===== src/rtl/count_iter_pkg.sv =====
// Shared types and default constants for the iteration counter/sequencer.
package count_iter_pkg;

  localparam int unsigned W_DEF         = 5;
  localparam int unsigned DEF_ITERS_DEF = 8;

  typedef enum logic [1:0] {
    IDLE = 2'd0,
    RUN  = 2'd1,
    DONE = 2'd2
  } state_t;

endpackage


===== src/rtl/count_iter_ctrl.sv =====
// Iteration counter for iterative datapaths: load a count, decrement per SH, flag completion.
// Optional macro COUNT_ITER_AUTORELOAD_EN: SH in DONE reloads the last loaded count.
module count_iter_ctrl
  import count_iter_pkg::*;
#(
  parameter int unsigned W         = W_DEF,
  parameter int unsigned DEF_ITERS = DEF_ITERS_DEF
) (
  input  logic         CLK,
  input  logic         RST_N,
  input  logic         LD,
  input  logic         LOAD_SEL,
  input  logic [W-1:0] N_IN,
  input  logic         SH,
  output logic [W-1:0] COUNT,
  output logic         BUSY,
  output logic         Z,
  output logic         Z_PULSE,
  output logic         ERR
);

  state_t       state, state_nxt;
  logic [W-1:0] count_nxt;
  logic [W-1:0] load_val;
  logic         err_nxt;
  logic         zp_nxt;

`ifdef COUNT_ITER_AUTORELOAD_EN
  logic [W-1:0] shadow;
`endif

  assign load_val = LOAD_SEL ? N_IN : W'(DEF_ITERS);

  // Next state: LD beats SH; SH outside RUN is flagged rather than acted on.
  always_comb begin
    state_nxt = state;
    count_nxt = COUNT;
    err_nxt   = ERR;
    zp_nxt    = 1'b0;
    if (LD) begin
      count_nxt = load_val;
      err_nxt   = 1'b0;
      if (load_val != '0) begin
        state_nxt = RUN;
      end else begin
        state_nxt = DONE;
        zp_nxt    = 1'b1;
      end
    end else if (SH) begin
      case (state)
        RUN: begin
          if (COUNT > W'(1)) begin
            count_nxt = COUNT - W'(1);
          end else begin
            count_nxt = '0;
            state_nxt = DONE;
            zp_nxt    = 1'b1;
          end
        end
        DONE: begin
`ifdef COUNT_ITER_AUTORELOAD_EN
          if (shadow != '0) begin
            count_nxt = shadow;
            state_nxt = RUN;
          end else begin
            zp_nxt = 1'b1;
          end
`else
          err_nxt = 1'b1;
`endif
        end
        default: err_nxt = 1'b1;
      endcase
    end
  end

  // State, count and flags; BUSY/Z are decoded from the next state so they align with COUNT.
  always_ff @(posedge CLK or negedge RST_N) begin
    if (!RST_N) begin
      state   <= IDLE;
      COUNT   <= '0;
      BUSY    <= 1'b0;
      Z       <= 1'b0;
      Z_PULSE <= 1'b0;
      ERR     <= 1'b0;
`ifdef COUNT_ITER_AUTORELOAD_EN
      shadow  <= '0;
`endif
    end else begin
      state   <= state_nxt;
      COUNT   <= count_nxt;
      BUSY    <= (state_nxt == RUN);
      Z       <= (state_nxt == DONE);
      Z_PULSE <= zp_nxt;
      ERR     <= err_nxt;
`ifdef COUNT_ITER_AUTORELOAD_EN
      if (LD) shadow <= load_val;
`endif
    end
  end

endmodule


===== config.mk =====
export PLATFORM = sky130hd
export DESIGN_NAME = count_iter_ctrl
export DESIGN_NICKNAME = d
export VERILOG_FILES = /design/src/rtl/count_iter_pkg.sv /design/src/rtl/count_iter_ctrl.sv
export SDC_FILE = /design/constraint.sdc
export NUM_CORES = 1
export LEC_CHECK = 0
export BUFFER_PORTS_ARGS = -buffer_cell sky130_fd_sc_hd__buf_4
export CORE_MARGIN = 8
export CORE_UTILIZATION = 40
export DETAILED_ROUTE_END_ITERATION = 8
export GPL_ROUTABILITY_DRIVEN = 0
export PLACE_DENSITY_LB_ADDON = 0.2
export REMOVE_ABC_BUFFERS = 1
export SYNTH_ARGS = -nofsm -noshare
export SYNTH_HDL_FRONTEND = slang
export SYNTH_SLANG_ARGS = --single-unit
export TNS_END_PERCENT = 50

===== constraint.sdc =====
create_clock -name CLK -period 1.8 [get_ports CLK]
set_input_delay 0.27 -clock CLK [delete_from_list [all_inputs] [get_ports CLK]]
set_output_delay 0.27 -clock CLK [all_outputs]
set_load 0.03 [all_outputs]

* After elaboration in Yosys (flattened, before gate mapping) *
Cells that the tools add are included.

cells by class
  multiply operators = 0
  reduce and logical (&&, ||, !) cells = 5
  equal/unequal tests = 4
  div/mod/pow operators = 0
  shift-type cells = 0
  bitwise operators = 0
  muxes and demuxes = 18
  order comparisons = 1
  $add $sub $neg = 1

operators by type and width
  kind                 count
  $mux 5               5
  $mux 2               5
  $mux 1               8
  $gt 5x1->1 const B   1
  $reduce_bool 5->1    1
  $sub 5x1->5 const B  1
  $eq 2x1->1 const B   2
  $reduce_and 2->1     2
  $reduce_bool 2->1    2
  $eq 2x2->1 const B   1
  $ne 2x2->1 const B   1

word-level totals
  register bits = 11
  memories kept = 0
  bits in latches = 0
  bits in read-only memories = 0
  input bits = 10
  memory bits (writable) = 0

* Depth between registers and ports, before layout *
  depth after elaboration = 6
  mapped depth = 5
  gate-level depth less buffers = 5

* Worst setup path before layout *
Ideal clock, no wire load.

  path kind = reg2reg
  start = register COUNT[1]
  end = register state[1]
  path slack = 0.172 ns
  cell stages (with the launch flop) = 6
  path buffers = 0
  arrival time = 1.502 ns
  data required time = 1.674 ns
  cells stage by stage = dfrtp_1 -> inv_1 -> ha_1 -> o21bai_1 -> and4_1 -> a221o_1

between the ends
  longest elaborated chain between the ends = 5

RTL lines
  item                    RTL line               text
  start, declared         count_iter_ctrl.sv:15  output logic [W-1:0] COUNT,
  start signal, assigned  count_iter_ctrl.sv:91  COUNT <= count_nxt;
  $gt 5x1->1              count_iter_ctrl.sv:52  if (COUNT > W'(1)) begin
  $mux 2                  count_iter_ctrl.sv:52
  $mux 2                  count_iter_ctrl.sv:50  case (state)
  $mux 2                  count_iter_ctrl.sv:49  end else if (SH) begin
  $mux 2                  count_iter_ctrl.sv:40  if (LD) begin
  via state_nxt[1]        count_iter_ctrl.sv:22  state_t state, state_nxt;
  end signal, assigned    count_iter_ctrl.sv:90  state <= state_nxt;
  end, declared           count_iter_ctrl.sv:22

The timed path passes the listed nets, and every way through them passes these cells.
A chain may end at the register's enable or synchronous reset.

* Worst setup path after layout *
Ends and elaborated chain as after synthesis.

==> summary.txt <==
pre-CTS setup slack: 0.320 ns
diode count: 0
Syn Inst Count: 62
largest net degree at the start of global routing: 13
IO buf count: 18
Setup WS post-layout: 0.290 ns
Final setup viols: 0
Fmax achieved: 662 MHz
commonest non-fill, non-tap cell in the layout: buf_4
final hold vios: 0
routed wire length: 1410 um
Synth Cell Area: 627 sq um
Reg area: 275 sq um
Worst-Margin Slew: 0.331 ns
Worst Setup Path Type: register to register
first-pass GRT wire length: 2480 um
Wirelength per Cell: 14.1 um
Async SR Flop Fraction: 100%
vias per inst: 5.56
simple-gate share of the synthesized area: 26.9%
power per cell area: 922 mW/mm^2
total power: 751 uW
Gate power share: 35.7%
worst hold path class: primary input to register
TritonRoute pass-1 iters: 4
Worst Path Arrival: 1.65 ns
Max-Cap Viols: 0
placed cell count: 95
Leak Pwr: 0.380 nW
area grow syn2layout: 29.9%
Worst R2R Path Depth: 5
met1 WL: 678 um
die width: 55.6 um
R2R setup slack: 0.29 ns
Post-CTS Setup Inserts: 0
Max Used Layer: met4
cts bufs inserted: 3
RR Startpoint: COUNT[1]
cts hold-fix bufs: 1
Synth Warn #: 0
fin area: 815 sq um
Multi-input gate area: 333 sq um
cell row count: 14
outcome: finished, final reports clean
Slew Viols, Final: 0
number of global-route vias before repair: 570
maximum vdd drop: 374 uV
Critical-path top delay cell: dfrtp_1
worst skew pair latency: 0.26 ns
cts repair resizes: 0
Initial Util: 42.1%
Core Region: 0.00149 sq mm
sequential power share: 42.4%
critical path cell sequence: inv_1 > ha_1 > o21bai_1 > and4_1 > a221o_1
Critical Path Start: COUNT[1]
internal power: 482 uW
CP Max Fanout: 6
worst path required time: 1.94 ns
setup TNS: 0 ns
antenna violations before repair: 0
crit start category: register
CTS sink cnt: 11
fin cells: 100
root buffer cell: clkbuf_4
Compound-Gate Fraction of Synth Area: 20.8%
GRT Residual Overflow: 0
final cycle utilization of the critical path: 83.9%
Max stage delay on crit path: 0.43 ns
CTS max path bufs: 2
Reg clk slew, reported paths: 0.07 ns
dominant synthesized flop cell: dfrtp_1
fin nets: 97
H-tree depth: 1
CTS tree: yes
relative slew slack: 77.8%
share of cells above drive strength 1: 31.0%
DIE AREA: 0.00309 sq mm
largest family of logic cells by synthesized area: simple AND/OR/NAND/NOR gates
sw frac: 35.8%
most frequent cells in the layout: 18 x buf_4, 11 x dfrtp_1, 4 x inv_1, 4 x nor3_1
Ports: 19
syn_area_per_cell: 10.1 sq um
All-Layer GR Usage: 9.64%
RR Endpoint: state[1]
RSZ-0062 raised after global routing: no
adder-cell area share of the yosys netlist: 3.99%
NetSw: 268 uW
Final Critical Period: 1.51 ns
Fillers: 148
Post-synth EDFFs: 0
#FFs+latches synth: 11
crit path to: state[1]
DRT iter0 DRCs: 8
DRC Markers: 0
met3 routed WL: 125 um
multiplexer share of the synthesized area: 0%
Seq/Total Area, Yosys: 43.9%
skew final: 0.00358 ns
clock power share: 21.9%
library cells used by synthesis: 33
xor-xnor portion of the synthesized cell area: 1.40%
vias: 556
Worst setup EP type: register
Area after DPL: 778 sq um
Detail Route met2 WL: 597 um
antenna viol nets, final: 0
DIE HEIGHT: 55.6 um
DP Wirelength: 1110 um
-- state kept, by name (all words and copies together), names as in the netlist --
name     cells
BUSY         1
COUNT        5
ERR          1
Z            1
Z_PULSE      1
state        2
-- routing by layer --
layer / vias to the layer above / global-route usage, %
li1: 282 / -
met1: 250 / 12.8
met2: 22 / 13.6
met3: 2 / 3.20
met4: 0 / 4.23
met5: - / 0
-- through the flow --
stage | utilization [%] | hold WS (ns)
floorplan | - | -0.0256
global placement | 52.3 | 0.111
detailed placement | 52.3 | 0.112
CTS | 54.7 | 0.257
global route | 54.7 | 0.272
finish | 54.7 | 0.257
-- kinds of logic (layout without fill, tap and decap cells) --
family / count (synthesis) / in the layout
adders and majority gates: 2 / 2
xor gates and xnor gates: 1 / 1
DFF: 11 / 11
and+or+nand+nor: 25 / 25
buffers and inverters: 5 / 27
AOI/OAI and AO/OA: 18 / 18
-- worst max-delay path: cells and delay by family (launching register included) --
kind	cells	cell delay, ns
AOI/OAI and AO/OA	2	0.46
and+or+nand+nor	1	0.24
DFF	1	0.43
buffers and inverters	1	0.09
adders and majority gates	1	0.19
-- area by class of cell --
cell class                      count  area share (%)
Clock buffer                        4            3.23
Sequential cell                    11            33.8
Tap cell                           16            2.46
Timing Repair Buffer               19            17.8
Multi-Input combinational cell     46            40.9
Inverter                            4            1.84
-- power groups by stage --
stage	Clock [mW]	Combinational [mW]	Sequential (mW)
CTS	0.169	0.270	0.319
detailed placement	0	0.267	0.323
finish	0.165	0.268	0.318
global placement	0	0.268	0.323
global route	0.188	0.294	0.324
floorplan	0	0.118	0.372
-- worst min path at each step --
stage | start | end | slack, ns | cells after the start
after floorplan | RST_N | BUSY | -0.03 | 0
after global placement | RST_N | COUNT[2] | 0.11 | 1
after detailed placement | RST_N | COUNT[2] | 0.11 | 1
after CTS | LD | ERR | 0.26 | 2
after global routing | LD | ERR | 0.27 | 2
final | LD | ERR | 0.26 | 2
-- synth_stat cells (all sizes together), types with 2 or more instances --
| library cell | count | area, sq um |
|---|---|---|
| nand3 | 3 | 15.0 |
| a211oi | 2 | 15.0 |
| a22oi | 2 | 15.0 |
| or3 | 2 | 17.5 |
| nor2 | 3 | 11.3 |
| o211ai | 2 | 15.0 |
| dfrtp | 11 | 275 |
| o21ai | 3 | 15.0 |
| inv | 4 | 15.0 |
| nand2b | 2 | 12.5 |
| nand2 | 2 | 7.51 |
| a21oi | 2 | 10.0 |
| nor3 | 4 | 20.0 |
| a211o | 2 | 17.5 |
| ha | 2 | 25.0 |
No activity file was read; power rests on OpenSTA's default activity.
